[config.mk]
export PLATFORM = sky130hd
export DESIGN_NAME = tx_round_robin_arbiter
export DESIGN_NICKNAME = d
export VERILOG_FILES = /design/src/rtl/tx_round_robin_arbiter.sv
export SDC_FILE = /design/constraint.sdc
export NUM_CORES = 1
export LEC_CHECK = 0
export BUFFER_PORTS_ARGS = -buffer_cell sky130_fd_sc_hd__buf_2
export CAP_MARGIN = 15
export CORE_MARGIN = 4
export CORE_UTILIZATION = 49
export CTS_BUF_LIST = sky130_fd_sc_hd__clkbuf_4
export DETAILED_ROUTE_END_ITERATION = 12
export PLACE_DENSITY = 0.84
export SYNTH_ARGS = -nofsm -noshare
export SYNTH_HDL_FRONTEND = slang
export SYNTH_SLANG_ARGS = --single-unit
[constraint.sdc]
create_clock -name clk -period 1.82 [get_ports clk]
set_input_delay 0.182 -clock clk [delete_from_list [all_inputs] [get_ports clk]]
set_output_delay 0.182 -clock clk [all_outputs]
set_load 0.005 [all_outputs]
[src/rtl/tx_round_robin_arbiter.sv]
// Round-robin arbiter sharing one byte-wide transmit port among NUM_REQ producers.
// One byte per grant, with a watchdog on a transmitter that never starts.
module tx_round_robin_arbiter #(
  parameter int NUM_REQ = 4,
  parameter int GRANT_W = 2,
  parameter int TIMEOUT = 64,
  parameter int TO_W    = 7
) (
  input  logic                 clk,
  input  logic                 n_reset,
  input  logic [NUM_REQ-1:0]   req,
  input  logic [NUM_REQ*8-1:0] req_byte,
  output logic [NUM_REQ-1:0]   ack,
  output logic [7:0]           tx_byte,
  output logic                 transmit,
  input  logic                 is_transmitting,
  output logic [GRANT_W-1:0]   grant_id,
  output logic                 busy,
  output logic                 timeout_err
);

  localparam logic [1:0] S_IDLE      = 2'd0;
  localparam logic [1:0] S_WAIT_BUSY = 2'd1;
  localparam logic [1:0] S_WAIT_DONE = 2'd2;

  logic [1:0]         state_q, state_d;
  logic [GRANT_W-1:0] rr_ptr_q, rr_ptr_d;
  logic [TO_W-1:0]    to_cnt_q, to_cnt_d;
  logic [GRANT_W-1:0] grant_q, grant_d;
  logic [7:0]         byte_q, byte_d;
  logic [NUM_REQ-1:0] ack_q, ack_d;
  logic               tx_q, tx_d;
  logic               err_q, err_d;
  logic               busy_q;

  logic [7:0]         byte_a [NUM_REQ];
  logic               pick_vld;
  logic [GRANT_W-1:0] pick_idx;
  logic [GRANT_W-1:0] scan_idx;
  logic [GRANT_W-1:0] nxt_ptr;

  for (genvar g = 0; g < NUM_REQ; g++) begin : g_unpack
    assign byte_a[g] = req_byte[8*g +: 8];
  end

  // Scan from the far end so the lowest offset from rr_ptr wins.
  always_comb begin
    pick_vld = 1'b0;
    pick_idx = '0;
    scan_idx = '0;
    for (int k = NUM_REQ - 1; k >= 0; k--) begin
      scan_idx = GRANT_W'((int'(rr_ptr_q) + k) % NUM_REQ);
      if (req[scan_idx]) begin
        pick_vld = 1'b1;
        pick_idx = scan_idx;
      end
    end
  end

  assign nxt_ptr = GRANT_W'((int'(grant_q) + 1) % NUM_REQ);

  always_comb begin
    state_d  = state_q;
    rr_ptr_d = rr_ptr_q;
    to_cnt_d = to_cnt_q;
    grant_d  = grant_q;
    byte_d   = byte_q;
    ack_d    = '0;
    tx_d     = 1'b0;
    err_d    = err_q;
    case (state_q)
      S_IDLE: begin
        if (pick_vld && !is_transmitting) begin
          grant_d  = pick_idx;
          byte_d   = byte_a[pick_idx];
          ack_d    = NUM_REQ'(1) << pick_idx;
          tx_d     = 1'b1;
          to_cnt_d = '0;
          state_d  = S_WAIT_BUSY;
        end
      end
      S_WAIT_BUSY: begin
        if (is_transmitting) begin
          state_d = S_WAIT_DONE;
        end else if (to_cnt_q == TO_W'(TIMEOUT - 1)) begin
          err_d    = 1'b1;
          rr_ptr_d = nxt_ptr;
          state_d  = S_IDLE;
        end else begin
          to_cnt_d = to_cnt_q + 1'b1;
        end
      end
      S_WAIT_DONE: begin
        if (!is_transmitting) begin
          rr_ptr_d = nxt_ptr;
          state_d  = S_IDLE;
        end
      end
      default: state_d = S_IDLE;
    endcase
  end

  always_ff @(posedge clk) begin
    if (!n_reset) begin
      state_q  <= S_IDLE;
      rr_ptr_q <= '0;
      to_cnt_q <= '0;
      grant_q  <= '0;
      byte_q   <= '0;
      ack_q    <= '0;
      tx_q     <= 1'b0;
      err_q    <= 1'b0;
      busy_q   <= 1'b0;
    end else begin
      state_q  <= state_d;
      rr_ptr_q <= rr_ptr_d;
      to_cnt_q <= to_cnt_d;
      grant_q  <= grant_d;
      byte_q   <= byte_d;
      ack_q    <= ack_d;
      tx_q     <= tx_d;
      err_q    <= err_d;
      busy_q   <= (state_d != S_IDLE);
    end
  end

  assign ack         = ack_q;
  assign tx_byte     = byte_q;
  assign transmit    = tx_q;
  assign grant_id    = grant_q;
  assign busy        = busy_q;
  assign timeout_err = err_q;

endmodule

==> results of run 1 <==
-- worst min path at each step --
stage	start	end	slack (ns)	cells after the start
floorplan	is_transmitting	state_q[1]	0.31	2
detailed placement	req_byte[17]	tx_byte[1]	0.44	3
global route	req_byte[18]	tx_byte[2]	0.09	3
global placement	req_byte[19]	tx_byte[3]	0.42	3
finish	req_byte[18]	tx_byte[2]	0.08	3
CTS	req_byte[18]	tx_byte[2]	0.08	3
-- worst max-delay path, stage by stage (launching register included) --
cell      delay [ns]
dfxtp_1         0.37
ha_1            0.22
nand3_2         0.13
buf_4           0.17
o41ai_1         0.32
nor2b_2         0.26
nand3b_1        0.10
o21ai_1         0.08
-- cells by family (layout without fill, tap and decap cells) --
kind of cell,after synthesis,count (layout)
AOI/OAI and AO/OA,42,42
xor gates and xnor gates,4,4
adders and majority gates,1,1
buffers and inverters,10,70
DFF,28,28
muxes,10,10
and+or+nand+nor,52,52
-- metal layers --
metal / routed length [um] / up-vias / track usage
met4: 52 / 0 / 0.0712
met1: 1370 / 623 / 0.240
met3: 312 / 6 / 0.0404
met5: 0 / - / 0
met2: 1730 / 59 / 0.362
li1: - / 672 / -
-- cell type report --
| cell class | instances | area (sq um) | area share |
|---|---|---|---|
| Multi-Input combinational cell | 109 | 752 | 0.433 |
| Sequential cell | 28 | 563 | 0.324 |
| Timing Repair Buffer | 66 | 358 | 0.206 |
| Tap cell | 30 | 37.5 | 0.0216 |
| Clock buffer | 3 | 22.5 | 0.0130 |
| Inverter | 1 | 3.75 | 0.00216 |
-- synthesized netlist by cell type (3+ instances only) --
cell type / instances / area, sq um
dfxtp_1: 28 / 561
nand3_1: 12 / 60.1
nand2_1: 11 / 41.3
nor2_1: 10 / 37.5
mux2i_1: 9 / 90.1
a32oi_1: 8 / 70.1
o211ai_1: 8 / 60.1
a21oi_1: 7 / 35.0
buf_2: 4 / 20.0
nand2b_1: 4 / 25.0
nor2b_1: 4 / 25.0
and2_1: 3 / 18.8
xnor2_1: 3 / 26.3
-- per-stage QoR --
step	worst slack [ns]	power [mW]
after detailed placement	-0.0424	0.880
after global placement	0.0316	0.870
final	0.126	1.12
after CTS	0.0204	1.13
after floorplan	0.156	0.776
after global routing	-0.00786	1.18
-- state kept, by name, indices dropped and copies added (netlist names) --
name,cells
tx_byte,8
state_q,2
timeout_err,1
transmit,1
to_cnt_q,7
busy,1
rr_ptr_q,2
grant_id,2
ack,4
-- timing repair --
item,CTS,global route
setup endpoints to repair,4,15
gates resized for setup,1,6
endpoints found under the hold margin,0,0
-- where the power goes --
part           internal (mW)  switching [mW]
registers              0.641          0.0159
clock network         0.0778           0.172
logic                  0.107           0.104
==> flow_metrics.tcl, run 1 <==
set metrics [dict create \
    end_kind "flop" \
    cts_tree "done" \
    worstPathMaxFanout 4 \
    io_buffers 55 \
    clk_path_buf_depth 2 \
    synth_seq_area_share 0.414 \
    synth-compound-area-share 0.232 \
    timing.fmax_mhz 590 \
    vdd_drop_max_mv 0.509 \
    drt_pre_antenna_iters 4 \
    totalWireLength_mm 3.46 \
    fin_tns_setup_ns 0 \
    clk_latency_ns 0.33 \
    timing.final.max_slew_violations 0 \
    synth_ff_type "dfxtp_1" \
    synth.distinct_cells 43 \
    finalHoldViolations 0 \
    fin_skew_ns 0.00999 \
    via_per_inst 5.74 \
    ant_nets 0 \
    period_minus_slack_ns 1.69 \
    cts_setup_buffers 0 \
    arrival_ns 1.97 \
    status "finished clean" \
    hold_buffers 0 \
    num_antenna_cells 0 \
    fin_nets 249 \
    yosys_warnings 0 \
    cap_violations 0 \
    clk_pin_slew_ns 0.14 \
    ff2ff_setup_slack_ns 0.13 \
    first_global_vias 1337 \
    holdWs_ns 0.0825 \
    post-route-cell-area_sq_um 1740 \
    synth-simple-area-share 0.201 \
    worstMarginPinSlew_ns 0.503 \
    layout_common_cells "55 x buf_2, 26 x dfxtp_1, 11 x nand2_1, 11 x nand3_1, 11 x buf_4" \
    worstSetupEndpoint "rr_ptr_q[0]" \
    startpoint_type "flop" \
    grt_max_degree 20 \
    muxShareOfSynthArea 0.0749 \
    via_count 1360 \
    die_area_sq_um 3670 \
    syn_area_per_cell_sq_um 9.21 \
    cts_buffers 3 \
    synth_cells 147 \
    layout_worst_path_cycle_share 0.931 \
    dpl_cell_area_sq_um 1700 \
    chipHeight_um 60.6 \
    rr_worst_depth 7 \
    syn_area_sq_um 1350 \
    hp-class "in2reg" \
    path_class "reg2reg" \
    synth-async-reset-ratio 0 \
    cts-root-buf "clkbuf_4" \
    final_common_cell "buf_2" \
    dp.cells 234 \
    wl_per_cell_um 14.6 \
    post-route-util 0.682 \
    startpoint "to_cnt_q[0]" \
    r2r_start "to_cnt_q[0]" \
    antenna_found_initial 0 \
    gr-total-overflow 0 \
    drtIter0Drc 83 \
    nFillCells 218 \
    drc 0 \
    synth-edff-count 0 \
    dieWidth_um 60.6 \
    cts.sinks 28 \
    synth_fp_nets 187 \
    leakagePower_nw 0.730 \
    ioPinCount 56 \
    grtUsageTotal 0.203 \
    core_sq_um 2540 \
    yosys.area_share.adder 0.00924 \
    synth_top_family_by_area "compound AO/OA/AOI/OAI gates" \
    dp_hpwl_mm 2.73 \
    r2r_end "rr_ptr_q[0]" \
    drive_gt1_frac 0.386 \
    required_ns 2.10 \
    ys_ff_latch 28 \
    cts_max_level 1 \
    fin_cells 237 \
    gp_congestion 0.828 \
    slew_headroom 0.656 \
    start_util 0.532 \
    area_delta_synth_final_pct 28.3 \
    synth_xor_area_frac 0.0259 \
    rows 18 \
    grt_pass1_wl_mm 5.73 \
    finalSetupViolCount 0 \
    powerDensity_nw_per_um2 644 \
]
(Power assumes the default switching activity.)
==> run 2: changes to the inputs <==
Settings changed: ABC_AREA from default to 1, CORE_UTILIZATION 49 to 51.
==> run 2 against run 1 <==
Sequential cell count is the same. Final cell count grew 50%. Non-clock buffer count shrank 1. Setup slack lost 0.023 ns. Cell area grew 22%. Maximum frequency shrank 1.3%. Sequential power is essentially flat. First-iteration DRC count grew 76%. Largest power group unchanged.
==> flow_metrics.tcl, run 2 <==
set metrics [dict create \
    timing.final.max_slew_violations 0 \
    yosys.area.top_type "dfxtp_1" \
    holdWs_ns 0.0869 \
    dpl_cell_area_sq_um 1940 \
    fin_cells 356 \
    layout_worst_path_cycle_share 0.943 \
    ioPinCount 56 \
    drc 0 \
    ys_top_cells_by_area "dfxtp_1 35%, nand2_1 16%, nand3_1 13%, inv_1 8.4%, nor2_1 4.9%" \
    start_util 0.533 \
    slew_headroom 0.772 \
    chipHeight_um 64.3 \
    first_global_vias 1542 \
    fin_total_pwr_mw 1.34 \
    synth.most_common_cell "nand2_1" \
    required_ns 2.07 \
    via_count 1757 \
    finalHoldViolations 0 \
    synth_top_area_frac 0.347 \
    dieWidth_um 64.3 \
    clk_pin_slew_ns 0.15 \
    largest_reg_flops 8 \
    grt_max_degree 24 \
    syn_area_sq_um 1610 \
    yosys_warnings 0 \
    cts.sinks 28 \
    period_minus_slack_ns 1.72 \
    grtUsageTotal 0.191 \
    finalSetupViolCount 0 \
    core_sq_um 3030 \
    area_delta_synth_final_pct 30.8 \
    ys_ff_latch 28 \
    layout_common_cells "66 x nand2_1, 55 x buf_2, 40 x nand3_1, 36 x inv_1, 24 x dfxtp_1" \
    synth_seq_area_share 0.347 \
    wl_per_cell_um 11.2 \
    synth-edff-count 0 \
    synth.distinct_cells 24 \
    cap_violations 0 \
    gr-total-overflow 0 \
    path_class "reg2reg" \
    via_per_inst 4.94 \
    syn_area_per_cell_sq_um 6.48 \
    dp.cells 348 \
    dp_hpwl_mm 2.91 \
    drt_pre_antenna_iters 4 \
    synth-async-reset-ratio 0 \
    worstMarginPinSlew_ns 0.341 \
    arrival_ns 1.97 \
    hp-class "in2reg" \
    powerDensity_nw_per_um2 637 \
    synth_cells 249 \
    io_buffers 55 \
    rsz0062_at_grt "yes" \
    vdd_drop_max_mv 0.364 \
    num_antenna_cells 0 \
    synthTopCellsByCount "67 x nand2_1, 43 x nand3_1, 36 x inv_1" \
    fin_skew_ns 0.00321 \
    antenna_found_initial 0 \
    final_common_cell "nand2_1" \
    worstPathMaxFanout 6 \
    ant_nets 0 \
    hold_buffers 0 \
    cts_buffers 3 \
    clk_latency_ns 0.34 \
    cts_tree "done" \
    cts_max_level 1 \
    grt_pass1_wl_mm 6.35 \
    post-route-util 0.697 \
    drtIter0Drc 146 \
    rows 20 \
    synth_fp_nets 289 \
    leakagePower_nw 1.11 \
    clk_path_buf_depth 2 \
    timing.fmax_mhz 583 \
    drive_gt1_frac 0.314 \
    cts-root-buf "clkbuf_4" \
    status "finished clean" \
    end_kind "flop" \
    fin_nets 353 \
    post-route-cell-area_sq_um 2110 \
    die_area_sq_um 4130 \
    startpoint_type "flop" \
    totalWireLength_mm 3.99 \
    gp_congestion 0.808 \
    nFillCells 267 \
    synth_ff_type "dfxtp_1" \
]
## run 2: cell count changes after synthesis, moves of 4 or more
cell	delta
nand2b_1	-4
a21oi_1	+5
nand2_2	+4
nor2_1	+11
nand3_2	+4
o211ai_1	-5
nand3_1	+31
nor2b_1	-4
nand2_1	+56
a32oi_1	-8
inv_1	+35
mux2i_1	-9
## run 2: critical path: stages (launching register included)
cell	delay [ns]
dfxtp_4	0.39
buf_4	0.16
o21ai_2	0.16
nand2_1	0.08
nand2_1	0.09
nor2_1	0.06
nand2_1	0.14
nand2_1	0.12
nand2_4	0.14
nand2_2	0.09
o21ai_0	0.15
inv_1	0.05
## run 2: kinds of logic (layout without fill, tap and decap cells)
family	count (synthesis)	after routing	synth area share
compound gates	24	24	0.0791
xor+xnor	5	5	0.0271
fa+ha+maj	1	1	0.00775
buf+inv	45	107	0.124
flops	28	28	0.347
simple gates	146	147	0.415
## run 2: what timing repair did
item / CTS / global route
endpoints found under the setup margin: 6 / 25
gates resized for setup: 1 / 27
buffers inserted: 0 / 3
pin swaps: 0 / 6
cloned: 0 / 1
## run 2: stage by stage
step / TNS (ns) / worst slack, ns
after floorplan: 0 / 0.322
after global placement: 0 / 0.0566
after detailed placement: -0.0877 / -0.0458
after CTS: 0 / 0.0419
after global routing: -0.323 / -0.0720
final: 0 / 0.104
## run 2: where the power goes
group          internal, mW  switching [mW]  leakage, nW
Sequential            0.641          0.0151        0.230
Clock                 0.223           0.190       0.0279
Combinational         0.120           0.155        0.851
Total                 0.984           0.360         1.11
## run 2: final timing paths
| path | startpoint | slack (ns) | endpoint | depth (start not counted) |
|---|---|---|---|---|
| worst max-delay path | rr_ptr_q[0] | 0.10 | to_cnt_q[0] | 11 |
| worst min-delay path | req_byte[16] | 0.09 | tx_byte[0] | 3 |
| worst max register to register | rr_ptr_q[0] | 0.10 | to_cnt_q[0] | 11 |
| worst min register to register | tx_byte[5] | 0.46 | tx_byte[5] | 2 |
## run 2: metal layers
layer | part of all wire | GRT usage
met1 | 0.43 | 0.217
met2 | 0.48 | 0.335
met3 | 0.072 | 0.0404
met4 | 0.020 | 0.0976
met5 | 0 | 0
## run 2: final cells by class
type / instances / area, sq um / share of cell area
clock buffers: 3 / 22.5 / 0.0107
clock inverters: 1 / 30.0 / 0.0142
flip-flops and latches: 28 / 568 / 0.269
well taps: 44 / 55.1 / 0.0261
repair buffers: 65 / 365 / 0.173
multi-input cells: 177 / 927 / 0.439
inverters: 38 / 143 / 0.0676
==> run 3: changes to the inputs <==
Settings changed: PLACE_DENSITY 0.84 to 0.89, RECOVER_POWER from default to 50.
==> run 3 against run 2 <==
Cell area is 0.89% higher. Combinational power up 2%. Clock skew increased by 0.0028 ns. Critical path depth up 2. First-iteration DRC count is 0.68% lower. Clock-buffer cell count stayed put. Clock power barely moved. Setup slack worse by 0.089 ns. Die area is the same. Non-clock buffer count is 2 higher. Global-route usage rose by 0.60 points. Utilization grew 0.62 points. Highest routed layer unchanged. Largest cell class unchanged. Critical endpoint is now tx_byte[3].
==> flow_metrics.tcl, run 3 (same netlist as run 2, synthesis figures left out) <==
set metrics [dict create \
    status "finished clean" \
    largest_reg_flops 8 \
    drive_gt1_frac 0.295 \
    worstMarginPinSlew_ns 0.325 \
    leakagePower_nw 1.10 \
    comb_power_share 0.207 \
    fin_cells 359 \
    area_delta_synth_final_pct 31.9 \
    grt_max_degree 23 \
    cts_buffers 3 \
    start_util 0.533 \
    path_class "reg2reg" \
    final_common_cell "nand2_1" \
    layout_worst_path_cycle_share 0.992 \
    clk_path_buf_depth 2 \
    drc 0 \
    share_seq_of_total_power 0.486 \
    gp_congestion 0.833 \
    required_ns 2.12 \
    finalHoldViolations 0 \
    chipHeight_um 64.3 \
    clk_pin_slew_ns 0.16 \
    fin_tns_setup_ns 0 \
    dp_hpwl_mm 3.01 \
    powerDensity_nw_per_um2 635 \
    vdd_drop_max_mv 0.437 \
    cts-root-buf "clkbuf_4" \
    dp.cells 351 \
    via_per_inst 5.24 \
    worstPathMaxFanout 12 \
    hp-class "in2reg" \
    clk_latency_ns 0.33 \
    ioPinCount 56 \
    layout_common_cells "66 x nand2_1, 48 x buf_2, 40 x nand3_1, 36 x inv_1, 24 x dfxtp_1" \
    core_sq_um 3030 \
    cap_violations 0 \
    ant_nets 0 \
    drt_pre_antenna_iters 5 \
    grt_pass1_wl_mm 6.70 \
    clkPwrFrac 0.307 \
    num_antenna_cells 0 \
    fin_skew_ns 0.00599 \
    intPower_mw 0.981 \
    wl_per_cell_um 12.6 \
    end_kind "flop" \
    dieWidth_um 64.3 \
    post-route-cell-area_sq_um 2130 \
    die_area_sq_um 4130 \
    fin_total_pwr_mw 1.35 \
    hold_buffers 0 \
    drtIter0Drc 145 \
    via_count 1882 \
    dpl_cell_area_sq_um 1970 \
    startpoint_type "flop" \
    slew_headroom 0.783 \
    period_minus_slack_ns 1.80 \
    rows 20 \
    grtUsageTotal 0.197 \
    finalSetupViolCount 0 \
    antenna_found_initial 0 \
    nFillCells 236 \
    io_buffers 55 \
    power_switching_mw 0.371 \
    timing.fmax_mhz 554 \
    gr-total-overflow 0 \
    timing.final.max_slew_violations 0 \
    cts.sinks 28 \
    totalWireLength_mm 4.52 \
    cts_max_level 1 \
    arrival_ns 2.10 \
    swShare 0.274 \
    first_global_vias 1608 \
    cts_tree "done" \
    fin_nets 356 \
]
==> run 3: what timing repair did <==
item	CTS	global route
gates resized for setup	0	22
buffers inserted	0	2
endpoints found under the setup margin	0	25
==> run 3: worst paths after layout <==
kind / depth (start not counted) / from / to / slack, ns
worst max-delay path: 13 / rr_ptr_q[0] / tx_byte[3] / 0.02
worst min-delay path: 3 / req_byte[17] / tx_byte[1] / 0.10
worst max register to register: 13 / rr_ptr_q[0] / tx_byte[3] / 0.02
worst min register to register: 2 / tx_byte[2] / tx_byte[2] / 0.46
==> run 3: area by class of cell <==
class	instances	area, sq um	share of cell area
repair buffers	67	377	0.177
flip-flops and latches	28	568	0.267
clock inverters	1	30.0	0.0141
inverters	38	143	0.0670
clock buffers	3	22.5	0.0106
multi-input cells	178	935	0.439
well taps	44	55.1	0.0259
==> run 3: power by group through the flow <==
stage                     sequential [mW]  clock (mW)  combinational, mW
final                               0.657       0.414              0.280
after global routing                0.662       0.448              0.311
after CTS                           0.658       0.424              0.256
after detailed placement            0.670           0              0.254
after global placement              0.670           0              0.249
after floorplan                     0.672           0              0.153
==> run 3: metrics by stage <==
| step | hold WS (ns) | setup WS, ns | utilization |
|---|---|---|---|
| 3_5_place_dp | 0.437 | 0.0469 | 0.652 |
| 5_1_grt | 0.104 | -0.139 | 0.703 |
| 3_3_place_gp | 0.432 | 0.134 | 0.652 |
| 2_1_floorplan | 0.320 | 0.322 | - |
| 4_1_cts | 0.0989 | 0.0269 | 0.669 |
| 6_report | 0.100 | 0.0152 | 0.703 |
==> run 3: critical path, stage by stage (launching register included) <==
cell,delay [ns]
dfxtp_4,0.40
buf_6,0.13
nand2_1,0.12
nand3_2,0.11
nand2_1,0.09
nand3_2,0.12
nand2_2,0.10
nand2_4,0.10
buf_12,0.16
nand3_1,0.10
nand3_1,0.12
nand2_1,0.09
nand2_1,0.05
nand2_1,0.06
==> run 3: per-layer routing <==
layer  part of all wire  global-route usage  vias up
met2               0.48               0.351      107
met5                  0                   0        -
met1               0.40               0.239      837
met3              0.093              0.0369       11
met4              0.021              0.0607        0
li1                   -                   -      927
